==> src/rtl/mem_arb_pkg.sv <==
// Shared types and default widths for the two-port memory arbiter.
package mem_arb_pkg;

    localparam int ADDR_W_DEF = 16;
    localparam int DATA_W_DEF = 64;

    // Arbiter sequencing states.
    typedef enum logic [1:0] {
        IDLE,
        ISSUE,
        WAIT,
        RESP
    } arb_state_t;

    // Identifies which processor port owns the memory.
    typedef enum logic {
        PORT_I,
        PORT_D
    } arb_port_t;

endpackage

==> src/rtl/mem_arb_req_latch.sv <==
// Per-port request capture: holds one outstanding request (pend flag plus
// address/data/direction) until the arbiter takes it.
module mem_arb_req_latch
    import mem_arb_pkg::*;
#(
    parameter int ADDR_W = ADDR_W_DEF,
    parameter int DATA_W = DATA_W_DEF
) (
    input  logic              clk,
    input  logic              rstn,
    input  logic              start_req,
    input  logic [ADDR_W-1:0] in_addr,
    input  logic [DATA_W-1:0] in_data,
    input  logic              in_rd,
    input  logic              owned,
    input  logic              take,
    output logic              pend,
    output logic [ADDR_W-1:0] addr,
    output logic [DATA_W-1:0] data,
    output logic              rd
);

    // Capture a new request only when nothing is outstanding or in flight for this port.
    always_ff @(posedge clk or negedge rstn) begin
        if (!rstn) begin
            pend <= 1'b0;
            addr <= '0;
            data <= '0;
            rd   <= 1'b0;
        end else if (take) begin
            // NOTE: non-blocking assignments keep every flop updating from pre-edge values.
            pend <= 1'b0;
        end else if (start_req && !pend && !owned) begin
            pend <= 1'b1;
            addr <= in_addr;
            data <= in_data;
            rd   <= in_rd;
        end
    end

endmodule

==> src/rtl/mem_arb.sv <==
// Two-port memory arbiter: serialises instruction and data port requests onto
// a single mem_64k startReq/reqFinish handshake.
// Optional macro MEM_ARB_RR_EN: round-robin arbitration on simultaneous
// requests; without it the data port always wins.
module mem_arb
    import mem_arb_pkg::*;
#(
    parameter int ADDR_W = ADDR_W_DEF,
    parameter int DATA_W = DATA_W_DEF
) (
    input  logic              clk,
    input  logic              rstn,
    input  logic              startReqI,
    input  logic [ADDR_W-1:0] inAddrI,
    output logic [DATA_W-1:0] outDataI,
    output logic              reqFinishI,
    input  logic              startReqD,
    input  logic [ADDR_W-1:0] inAddrD,
    input  logic [DATA_W-1:0] inDataD,
    input  logic              isRdD,
    output logic [DATA_W-1:0] outDataD,
    output logic              reqFinishD,
    output logic              memStartReq,
    output logic [ADDR_W-1:0] memAddr,
    output logic [DATA_W-1:0] memData,
    output logic              memIsRd,
    input  logic [DATA_W-1:0] memOutData,
    input  logic              memReqFinish,
    output logic              busy
);

    arb_state_t        state;
    arb_port_t         owner;
    arb_port_t         winner;
    logic              pend_i, pend_d;
    logic              take_i, take_d;
    logic              owned_i, owned_d;
    logic              in_flight;
    logic              done;
    logic [ADDR_W-1:0] lat_addr_i, lat_addr_d;
    logic [DATA_W-1:0] lat_data_i, lat_data_d;
    logic              lat_rd_i, lat_rd_d;
`ifdef MEM_ARB_RR_EN
    arb_port_t         last_grant;
`endif

    // Choose the port that would be granted if the arbiter is idle this cycle.
    always_comb begin
        // NOTE: assign a default first so every path drives winner and no latch is inferred.
        winner = pend_d ? PORT_D : PORT_I;
`ifdef MEM_ARB_RR_EN
        if (pend_i && pend_d) begin
            winner = (last_grant == PORT_I) ? PORT_D : PORT_I;
        end
`endif
    end

    assign in_flight = (state == ISSUE) || (state == WAIT);
    assign take_i    = (state == IDLE) && pend_i && (winner == PORT_I);
    assign take_d    = (state == IDLE) && pend_d && (winner == PORT_D);
    assign owned_i   = in_flight && (owner == PORT_I);
    assign owned_d   = in_flight && (owner == PORT_D);
    assign done      = in_flight && memReqFinish;

    // Instruction port only reads, so its data is zero and direction is read.
    mem_arb_req_latch #(
        .ADDR_W (ADDR_W),
        .DATA_W (DATA_W)
    ) u_latch_i (
        .clk       (clk),
        .rstn      (rstn),
        .start_req (startReqI),
        .in_addr   (inAddrI),
        .in_data   ('0),
        .in_rd     (1'b1),
        .owned     (owned_i),
        .take      (take_i),
        .pend      (pend_i),
        .addr      (lat_addr_i),
        .data      (lat_data_i),
        .rd        (lat_rd_i)
    );

    mem_arb_req_latch #(
        .ADDR_W (ADDR_W),
        .DATA_W (DATA_W)
    ) u_latch_d (
        .clk       (clk),
        .rstn      (rstn),
        .start_req (startReqD),
        .in_addr   (inAddrD),
        .in_data   (inDataD),
        .in_rd     (isRdD),
        .owned     (owned_d),
        .take      (take_d),
        .pend      (pend_d),
        .addr      (lat_addr_d),
        .data      (lat_data_d),
        .rd        (lat_rd_d)
    );

    // Arbitration FSM with registered memory-side and port-side outputs.
    always_ff @(posedge clk or negedge rstn) begin
        if (!rstn) begin
            state       <= IDLE;
            owner       <= PORT_I;
            memStartReq <= 1'b0;
            memAddr     <= '0;
            memData     <= '0;
            memIsRd     <= 1'b0;
            outDataI    <= '0;
            outDataD    <= '0;
            reqFinishI  <= 1'b0;
            reqFinishD  <= 1'b0;
            busy        <= 1'b0;
`ifdef MEM_ARB_RR_EN
            last_grant  <= PORT_I;
`endif
        end else begin
            case (state)
                IDLE: begin
                    if (pend_i || pend_d) begin
                        owner       <= winner;
                        state       <= ISSUE;
                        busy        <= 1'b1;
                        memStartReq <= 1'b1;
`ifdef MEM_ARB_RR_EN
                        last_grant  <= winner;
`endif
                        if (winner == PORT_D) begin
                            memAddr <= lat_addr_d;
                            memData <= lat_data_d;
                            memIsRd <= lat_rd_d;
                        end else begin
                            memAddr <= lat_addr_i;
                            memData <= lat_data_i;
                            memIsRd <= lat_rd_i;
                        end
                    end
                end
                ISSUE: begin
                    memStartReq <= 1'b0;
                    state       <= memReqFinish ? RESP : WAIT;
                end
                WAIT: begin
                    if (memReqFinish) begin
                        state <= RESP;
                    end
                end
                RESP: begin
                    reqFinishI <= 1'b0;
                    reqFinishD <= 1'b0;
                    busy       <= 1'b0;
                    state      <= IDLE;
                end
                default: state <= IDLE;
            endcase

            // Completion: return read data (writes keep old data) and raise the owner's pulse.
            if (done) begin
                if (owner == PORT_D) begin
                    reqFinishD <= 1'b1;
                    if (memIsRd) begin
                        outDataD <= memOutData;
                    end
                end else begin
                    reqFinishI <= 1'b1;
                    outDataI   <= memOutData;
                end
            end
        end
    end

endmodule

==> config.mk <==
export PLATFORM = sky130hd
export DESIGN_NAME = mem_arb
export DESIGN_NICKNAME = d
export VERILOG_FILES = /design/src/rtl/mem_arb_pkg.sv /design/src/rtl/mem_arb_req_latch.sv /design/src/rtl/mem_arb.sv
export SDC_FILE = /design/constraint.sdc
export NUM_CORES = 1
export LEC_CHECK = 0
export ABC_CLOCK_PERIOD_IN_PS = 3500
export CORE_AREA = 3 3 146 204
export DETAILED_ROUTE_END_ITERATION = 8
export DIE_AREA = 0 0 149 207
export PLACE_DENSITY = 0.74
export SYNTH_ARGS = -nofsm -noshare
export SYNTH_HDL_FRONTEND = slang
export SYNTH_SLANG_ARGS = --single-unit
==> constraint.sdc <==
create_clock -name clk -period 3.5 [get_ports clk]
set_clock_uncertainty 0.1 [all_clocks]
set_input_delay 0.7 -clock clk [delete_from_list [all_inputs] [get_ports clk]]
set_output_delay 0.7 -clock clk [all_outputs]
set_load 0.005 [all_outputs]
==> results.md <==
- The flow ran to the end, and the final reports show no timing, DRC or antenna violations.
- The part of the power in registers is 39.3%.
- Yosys printed 0 warnings.
- The synthesized netlist net count is 916.
- Counting cells, the worst reg-to-reg path comes to 5.
- The global-route wire length before repair is 46.1 mm.
- The worst hold slack after final layout is 0.0693 ns.
- The flop-to-flop setup slack is 1.10 ns.
- The maximum VDD drop is 0.000510 V.
- A synthesized cell averages 16.1 um2.
- The half-perimeter wire length of the detailed placement result is 20.9 mm.
- The slew at the pin with the worst max-slew slack is 0.716 ns.
- The most used flip-flop cell after synthesis is sky130_fd_sc_hd__dfrtp_1.
- The endpoint arrival time on the critical path is 2.73 ns.
- STA classifies the critical path endpoint as a flop.
- Before CTS, the worst setup slack after placement is 0.788 ns.
- The first routing iteration left 273 violations.
- The smallest clock period supported by the final layout is computed as 2.40 ns.
- The standby leakage power is 7.40 nW.
- The via count of the first global-routing pass was 7975.
- The total number of H-tree levels is 1.
- During placement, the flow inserted port buffers numbering 378.
- The worst register-to-register path ends at outDataD[50].
- Counting flops with an async set or reset pin after synthesis yields a share of 100%.
- In this run the critical register-to-register path is launched from state[1].
- After detailed routing, the number of remaining DRC violations is 0.
- The aggregate global-route resource usage is 18.8%.
- Setup repair after global routing left no endpoint under its margin.
- The fraction of power consumed by combinational cells is 39.3%.
- The number of gates resized after CTS was 0.
- Grouping stages by cell kind, the critical path spends the most delay in buffers and inverters.
- TritonCTS created 31 clock buffers.
- The number of optimization iterations in the first detailed-route pass is 5.
- The power per cell area is 940 mW/mm2.
- Once detail routing completed, the nets flagged for antenna violations numbered 0.
- The cell count after synthesis came out at 745.
- Of the cells placed in the final design, the portion with a size suffix greater than 1 is 26.0%.
- The number of buffers and inverters on the critical path is 2.
- The die covers 0.0308 mm2.
- The flip-flop and latch count after synthesis is 316.
- The detailed-route via count is 7664.
- For the worst setup path, the data required time is 3.83 ns.
- Cell internal power was estimated by the tool at 11.6 mW.
- The number of placement rows is 73.
- The I/O pin count is 379.
- Headroom to the max-slew limit came out at 52.3%.
- The count of placed standard cells in the final layout, fillers left out is 1524.
- For this run, the top clock speed supported by timing is 0.417 GHz.
- The proportion of power drawn by the clock network is 21.4%.
- The number of placed instances, taps included is 1469.
- Dividing the detail-routed wire length by the instance count gives 19.5 um.
- The die is 149 um wide.
- For the worst-skew pair, the clock arrives at the later sink with an insertion delay of 0.55 ns.
- The setup fix buffers added after clock tree synthesis is 0.
- The die extent in y is 207 um.
- The part of the cycle the worst path needs is 68.6%.
- In this design, the stage delay of the slowest critical-path cell is 0.47 ns.
- The final net count is 1298.
- The area growth from synthesis to layout is 43.7%.
- After clock tree synthesis, the clock-pin slew on the worst setup and hold paths is 0.07 ns.
- No sink is reached through more buffers than the 3 on the longest clock path.
- Dividing the detail-routed via count by the number of cells gives 5.03.
- The number of max-slew violations in the final report is 0.
- Of the total power, the share spent switching nets is 28.4%.
- For this configuration, the core starts out at a cell density of 42.4%.
- The initial antenna violation count is 2.
- Yosys mapped a number of flops with a built-in enable equal to 0.
- The number of sinks on the clock net is 316.
- The tool flagged a number of max-cap violations equal to 0.
- The type of element launching the critical path is a flop.
- The post-synthesis instance area is 0.0120 mm2.
- In this run the power spent charging and discharging nets is 4.60 mW.
- By startpoint and endpoint, the worst setup path is classified as flop to flop.
- Walking the worst path, the cells encountered are inv_1, ha_1, nand4_4, buf_4, mux2_1.
- Setup violations remaining at the end of the flow were counted as 0.
- TritonCTS built the clock tree.
- The total overflow left after global routing is 0.
- The final weighted congestion of routability-driven global placement is 0.787.
- The sequential cell area fraction in the yosys report is 65.9%.
- The critical-path cell with the highest stage delay is sky130_fd_sc_hd__ha_1.
- Of all nets on the critical path, the largest fanout is 22.
- The final hold violation count came to 0.
- The slack of the critical path is 1.10 ns.
- The core area is 0.0283 mm2.
- The number of hold-repair buffers added at the cts stage is 0.
- The number of different library cells used by synthesis comes to 29.
- The type of the worst min-delay path is input pin to async pin.
- The root buffer selected by CTS is sky130_fd_sc_hd__clkbuf_16.
- The largest net degree at the start of global routing is 89.
- The final wirelength is 29.7 mm.
- Setup total negative slack on the finished layout was measured at 0 ns.
kinds of logic after synthesis:
family	count (synthesis)	synth area share (%)
and+or+nand+nor	29	1.23
DFF	316	65.9
buffers and inverters	54	3.35
adders and majority gates	5	0.522
AOI/OAI and AO/OA	98	6.32
muxes	243	22.6
cells in the final DEF, fill, tap and decap left out:
cell and count:
sky130_fd_sc_hd__bufinv_16 3, sky130_fd_sc_hd__a22o_1 64, sky130_fd_sc_hd__mux2_1 6, sky130_fd_sc_hd__a21o_1 2
sky130_fd_sc_hd__nand2_1 18, sky130_fd_sc_hd__a2bb2oi_1 1, sky130_fd_sc_hd__clkbuf_8 12, sky130_fd_sc_hd__nand4_4 1
sky130_fd_sc_hd__clkdlybuf4s50_1 377, sky130_fd_sc_hd__a211oi_4 1, sky130_fd_sc_hd__clkbuf_16 31, sky130_fd_sc_hd__o21ai_4 1
sky130_fd_sc_hd__buf_12 9, sky130_fd_sc_hd__nand2b_1 1, sky130_fd_sc_hd__mux2_2 220, sky130_fd_sc_hd__dfrtp_1 316
sky130_fd_sc_hd__nand3_1 1, sky130_fd_sc_hd__nand3b_1 1, sky130_fd_sc_hd__a21oi_1 1, sky130_fd_sc_hd__and2_2 1
sky130_fd_sc_hd__inv_1 8, sky130_fd_sc_hd__or2_2 1, sky130_fd_sc_hd__a211oi_1 2, sky130_fd_sc_hd__clkinvlp_4 2
sky130_fd_sc_hd__o21ai_0 24, sky130_fd_sc_hd__buf_8 1, sky130_fd_sc_hd__nor2b_1 2, sky130_fd_sc_hd__buf_4 8
sky130_fd_sc_hd__nor2_1 2, sky130_fd_sc_hd__ha_1 5, sky130_fd_sc_hd__mux2i_1 17, sky130_fd_sc_hd__o311ai_0 2
sky130_fd_sc_hd__inv_6 3, sky130_fd_sc_hd__diode_2 1, sky130_fd_sc_hd__nor3b_2 1, sky130_fd_sc_hd__clkinv_2 3
flip-flops by register name (all words and copies together), names as in the netlist, 2 cells and up:
name and count:
outDataD 64, u_latch_d.addr 16, outDataI 64, u_latch_d.data 64, u_latch_i.addr 16, state 2, memData 64, memAddr 16
power by group through the flow:
stage               sequential (mW)  combinational (mW)  clock, mW
finish                         6.37                6.36       3.48
detailed placement             6.43                6.47          0
global placement               6.37                6.31          0
CTS                            6.38                6.49       3.59
global route                   6.59                6.83       3.74
floorplan                      6.36                3.15          0
metrics by stage:
step | utilization [%] | area, um2 | power (mW)
5_1_grt | 60.9 | 17200 | 17.2
4_1_cts | 60.9 | 17200 | 16.5
2_1_floorplan | - | 12000 | 9.51
3_3_place_gp | 57.0 | 16100 | 12.7
6_report | 60.9 | 17200 | 16.2
3_5_place_dp | 57.0 | 16100 | 12.9
synth_stat cells (2+ instances only):
| master | count | area (um2) |
|---|---|---|
| sky130_fd_sc_hd__mux2i_1 | 17 | 170 |
| sky130_fd_sc_hd__o21ai_0 | 24 | 120 |
| sky130_fd_sc_hd__mux2_2 | 220 | 2480 |
| sky130_fd_sc_hd__buf_6 | 20 | 225 |
| sky130_fd_sc_hd__buf_2 | 14 | 70.1 |
| sky130_fd_sc_hd__nor2_1 | 2 | 7.51 |
| sky130_fd_sc_hd__nand2_1 | 18 | 67.6 |
| sky130_fd_sc_hd__nor2b_1 | 2 | 12.5 |
| sky130_fd_sc_hd__a211oi_1 | 3 | 22.5 |
| sky130_fd_sc_hd__a22o_1 | 64 | 561 |
| sky130_fd_sc_hd__clkbuf_1 | 7 | 26.3 |
| sky130_fd_sc_hd__mux2_1 | 6 | 67.6 |
| sky130_fd_sc_hd__ha_1 | 5 | 62.6 |
| sky130_fd_sc_hd__buf_4 | 4 | 30.0 |
| sky130_fd_sc_hd__dfrtp_1 | 316 | 7910 |
| sky130_fd_sc_hd__o311ai_0 | 2 | 17.5 |
| sky130_fd_sc_hd__inv_1 | 8 | 30.0 |
| sky130_fd_sc_hd__a21o_1 | 2 | 15.0 |
per-layer routing:
| layer | GRT usage (%) | part of all wire [%] |
|---|---|---|
| met4 | 6.92 | 3.2 |
| met5 | 0 | 0.044 |
| met2 | 33.8 | 53 |
| met1 | 21.5 | 37 |
| met3 | 4.73 | 7.3 |
worst max path at each step:
| stage | slack [ns] | cells after the start | to | startpoint |
|---|---|---|---|---|
| after floorplan | 1.48 | 7 | u_latch_i.addr[10] | state[0] |
| after global placement | 0.82 | 4 | outDataD[50] | memReqFinish |
| after detailed placement | 0.79 | 4 | outDataD[50] | memReqFinish |
| after CTS | 1.07 | 5 | outDataD[50] | state[1] |
| after global routing | 0.92 | 5 | outDataD[5] | state[1] |
| final | 1.10 | 5 | outDataD[50] | state[1] |
area by class of cell:
type,instances,area (um2)
flip-flops and latches,316,7910
multi-input cells,375,3710
diodes,1,2.50
inverters,8,30.0
clock inverters,11,146
well taps,375,469
fillers,2191,11100
repair buffers,395,4030
clock buffers,43,941
No activity file was read; power rests on OpenSTA's default activity.
==> variant 1, RTL diff (config.mk and constraints unchanged) <==
Register the input `inAddrI` before use, without a reset. The logic sees it one clock later. The other inputs are not delayed to match.
--- a/src/rtl/mem_arb.sv
+++ b/src/rtl/mem_arb.sv
@@ -30,2 +30,8 @@
 );
+
+    logic [ADDR_W-1:0] inAddrI_q;
+
+    always_ff @(posedge clk) begin
+        inAddrI_q <= inAddrI;
+    end
 
@@ -72,3 +78,3 @@
         .start_req (startReqI),
-        .in_addr   (inAddrI),
+        .in_addr   (inAddrI_q),
         .in_data   ('0),
Formal check against the unedited RTL: not equivalent (Yosys sat finds a counterexample within 4 cycles, from zero or initial values and one cycle with rstn low).
==> variant 1 against the unedited design <==
  * Area after synthesis rose by 2.7%
  * Combinational power increased by 0.9%
  * Wire length is 1.9% higher
  * Power increased by 0.33%
  * Count of clock-buffer cells in the layout is 1 lower
  * Sequential cell count up 16
  * Critical endpoint is now outDataD[5]
  * Worst setup slack better by 0.0048 ns
  * Cell count rose by 1.1%
  * Critical path type unchanged
  * Final area rose by 1.3%
  * Global-route usage up 0.58 points
==> variant 1: results (changes against the unedited design) <==
### Logic synthesis
* 95.2% — share of synthesized flip-flops with an asynchronous set or reset, -4.8 points
* 932 — Post-Synthesis Net Count, +1.7%
* 30 — Yosys cell types, +3.4%
* sky130_fd_sc_hd__dfrtp_1 (64%), sky130_fd_sc_hd__mux2_2 (20%), sky130_fd_sc_hd__a22o_1 (4.6%) — cell types occupying the most area after synthesis
* 66.8% — sequential element share of the synthesized area, +0.89 points

### Worst setup path
* 25 — Worst Path Max Fanout, +14%

### Placed design
* 0.779 — routability congestion estimate, -1.1%
* 16500 µm² — Area after DPL, +2.1%
* 21300 µm — detailed-placement wirelength estimate, +1.6%

### Route
* 4 — Detailed Routing Iterations Pass 1, -1
* 4.99 — vias per cell, -0.74%
* 19.6 µm — WL per Instance, +0.79%
* 293 — DRC marker count from the first detailed-route iteration, +7.3%

### Global routing
* 19.4% — GRT Total Usage, +0.58 points
* 8357 — vias in the first global route, +4.8%
* 47700 µm — wire length of the first global-routing pass, +3.4%
* 1 — number of antenna violations at the first check in global routing, -1
* 88 — pin count of the biggest net entering global routing, -1.1%

### Power
* 0.00749 µW — leakage power, +1.1%
* 0.000487 V — highest ir drop seen on vdd, -4.6%

### Finish
* 1316 — final net count, +1.4%
* 2197 — number of filler instances in the final layout, +0.27%
* 24.8% — layout cell share with drive strength beyond 1, -1.1 points

### Worst hold path
* input port to asynchronous set/reset pin — min-delay worst type

### Status
* finished, final reports clean — status

### STA
* 43.8% — relative slew slack, -8.5 points

==> variant 1: cell types whose count changed after synthesis <==
| cell | delta |
|---|---|
| sky130_fd_sc_hd__dfxtp_1 | +16 |
==> variant 1: cells by family (layout without fill, tap and decap cells) <==
| group | after synthesis | count (layout) | synth area share [%] |
|---|---|---|---|
| other | 0 | 2 | 0 |
| flip-flops | 332 | 332 | 66.8 |
| AND/OR/NAND/NOR | 29 | 29 | 1.20 |
| AO/OA/AOI/OAI | 98 | 98 | 6.16 |
| adder cells (fa/ha/maj) | 5 | 5 | 0.508 |
| multiplexers | 243 | 243 | 22.1 |
| buffers and inverters | 54 | 457 | 3.26 |
==> variant 1: worst max-delay path: stages, from the launching register on <==
cell	delay (ns)
sky130_fd_sc_hd__dfrtp_1	0.40
sky130_fd_sc_hd__inv_1	0.11
sky130_fd_sc_hd__ha_1	0.46
sky130_fd_sc_hd__nand4_4	0.47
sky130_fd_sc_hd__buf_4	0.39
sky130_fd_sc_hd__mux2_1	0.33
==> variant 1: layout make-up <==
type	count	share of cell area (%)
Antenna cell	2	0.0287
Timing Repair Buffer	397	23.2
Inverter	8	0.172
Multi-Input combinational cell	375	21.3
Tap cell	375	2.69
Clock inverter	10	0.753
Sequential cell	332	47.1
Clock buffer	42	4.80
==> variant 1: path summary, 6_finish.rpt <==
check	cells past startpoint	to	slack, ns	startpoint
worst min register to register	1	u_latch_i.addr[10]	0.36	inAddrI_q[10]
max in group asynchronous	2	outDataI[12]	2.38	rstn
worst max register to register	5	outDataD[5]	1.10	state[0]
worst min-delay path	1	u_latch_i.addr[7]	0.04	rstn
worst max-delay path	5	outDataD[5]	1.10	state[0]
min in group clk	1	u_latch_i.addr[10]	0.36	inAddrI_q[10]
==> variant 1: stage by stage <==
step,hold WS (ns),utilization [%],worst slack (ns),std cells
after floorplan,0.304,-,1.48,761
after global placement,0.344,58.2,0.816,1487
after detailed placement,0.349,58.2,0.767,1487
after CTS,0.0585,61.6,1.08,1539
after global routing,0.0841,61.6,0.987,1540
final,0.0393,61.6,1.10,1541
==> variant 1: routing by layer <==
metal | wire length [µm] | vias up | GRT usage (%)
li1 | - | 3481 | -
met1 | 10900 | 3894 | 21.9
met2 | 16200 | 260 | 35.3
met3 | 2170 | 57 | 4.81
met4 | 953 | 0 | 6.70
met5 | 0 | - | 0
==> variant 1: where the power goes <==
part	leakage [µW]	switching [µW]	internal (µW)
registers	0.00397	937	5640
logic	0.00305	2310	4110
clock network	0.000474	1390	1880
total	0.00749	4640	11600
==> variant 2, RTL diff (config.mk and constraints unchanged) <==
Without the edit above. Change the package constant `DATA_W_DEF` from 64 to 68.
--- a/src/rtl/mem_arb_pkg.sv
+++ b/src/rtl/mem_arb_pkg.sv
@@ -4,3 +4,3 @@
     localparam int ADDR_W_DEF = 16;
-    localparam int DATA_W_DEF = 64;
+    localparam int DATA_W_DEF = 68;
 
Interface: changed (5 resized); port bits go from 379 to 399. No check against the original RTL was run, so the function may have changed too.
==> variant 2 against the unedited design <==
  * Worst setup slack got worse by 0.057 ns
  * Sequential share of layout area rose by 0.20 points
  * Power rose by 4.6%
  * Area after synthesis rose by 3.6%
  * Global-route usage rose by 1.7 points
  * Count of clock-buffer cells in the layout rose by 5
  * Worst hold slack got worse by 0.021 ns
  * Sequential cell count rose by 16
  * Wire length rose by 7.3%
  * Final area rose by 4.6%
  * Critical path type unchanged
  * Critical endpoint is now u_latch_i.addr[6]
  * Largest power group unchanged
  * Highest routed layer unchanged
==> variant 2: results (changes against the unedited design) <==
### Logic synthesis
* 66.8% — sequential element share of the synthesized area, +0.91 points
* 779 — number of standard cells after synthesis, +4.6%
* 0.503% — adder-cell share of the synthesized area, -0.018 points
* 6.39% — compound-gate portion of the synthesized area, +0.070 points
* sky130_fd_sc_hd__dfrtp_1 (67%), sky130_fd_sc_hd__mux2_2 (16%), sky130_fd_sc_hd__mux2_1 (5.2%) — cell types occupying the most area after synthesis
* 27 — Yosys cell types, -6.9%
* 958 — Post-Synthesis Net Count, +4.6%
* sky130_fd_sc_hd__dfrtp_1 (332), sky130_fd_sc_hd__mux2_2 (181), sky130_fd_sc_hd__a22o_1 (68) — commonest cells in the netlist

### Route
* 4 — Detailed Routing Iterations Pass 1, -1
* 31800 µm — final wirelength, +7.3%
* 11800 µm — Metal-1 WL, +8.5%
* 16800 µm — total met2 wirelength after detailed routing, +7.3%
* 319 — DRC marker count from the first detailed-route iteration, +17%
* 20.2 µm — WL per Instance, +3.7%

### Power
* 6690 µW — Flop+latch power, +5.0%
* 28.5% — switching share of power, +0.15 points
* 0.00777 µW — leakage power, +5.0%
* 21.7% — share of power burned in the clock network, +0.3 points
* 0.000578 V — highest ir drop seen on vdd, +13%
* 940 nW/µm² — areal power density over the cells, about the same

### Global routing
* 20.5% — GRT Total Usage, +1.7 points
* 36.5% — met2 demand-to-capacity share in global routing, +2.8 points
* 4 — number of antenna violations at the first check in global routing, +2
* 23.5% — global routing usage on met1, +2.0 points
* 5.30% — met3 layer usage reported by global route, +0.57 points
* 70 — pin count of the biggest net entering global routing, -21%

### Finish
* 21.3% — layout cell share with drive strength beyond 1, -4.7 points
* 1358 — final net count, +4.6%

### STA
* 2.46 ns — crit path time final, +0.0567 ns
* 0.0484 ns — Worst Hold Margin, -0.0209 ns

### Clock network
* 0.51 ns — clock latency of the later-clocked register in the worst-skew pair, -0.04 ns
* 34 — CTS Buf Count, +9.7%

### Placed design
* 22400 µm — detailed-placement wirelength estimate, +7.0%
* 16900 µm² — Area after DPL, +4.5%
* 398 — number of I/O port buffers, +5.3%
* 1518 — number of placed instances, taps included, +3.3%
* 0.892 ns — post-placement worst setup slack, +0.104 ns
* 0.779 — routability congestion estimate, -1.0%

### Worst setup path
* 1.04 ns — slack of the worst reg-to-reg path, -0.06 ns
* simple AND/OR/NAND/NOR gates — crit-path leading delay family
* sky130_fd_sc_hd__dfrtp_1 — cell with the largest stage delay on the worst path
* 2.75 ns — worst path arrival time, +0.02 ns
* 0.43 ns — Max stage delay on crit path, -0.04 ns

### Status
* finished, final reports clean — status

-- variant 2: changes by cell type in the layout (fill, tap and decap cells not counted), moves of 4 or more --
| cell | unedited run | this run |
|---|---|---|
| sky130_fd_sc_hd__clkdlybuf4s50_1 | 377 | 397 |
| sky130_fd_sc_hd__mux2_1 | 6 | 57 |
| sky130_fd_sc_hd__clkbuf_16 | 31 | 37 |
| sky130_fd_sc_hd__dfrtp_1 | 316 | 332 |
| sky130_fd_sc_hd__clkbuf_8 | 12 | 8 |
| sky130_fd_sc_hd__mux2_2 | 220 | 181 |
| sky130_fd_sc_hd__a22o_1 | 64 | 68 |
-- variant 2: layout make-up --
class | instances | area (µm²)
diodes | 2 | 5.00
clock buffers | 48 | 1050
clock inverters | 9 | 98.8
fillers | 2142 | 10300
inverters | 8 | 30.0
multi-input cells | 391 | 3860
flip-flops and latches | 332 | 8310
well taps | 375 | 469
repair buffers | 412 | 4210
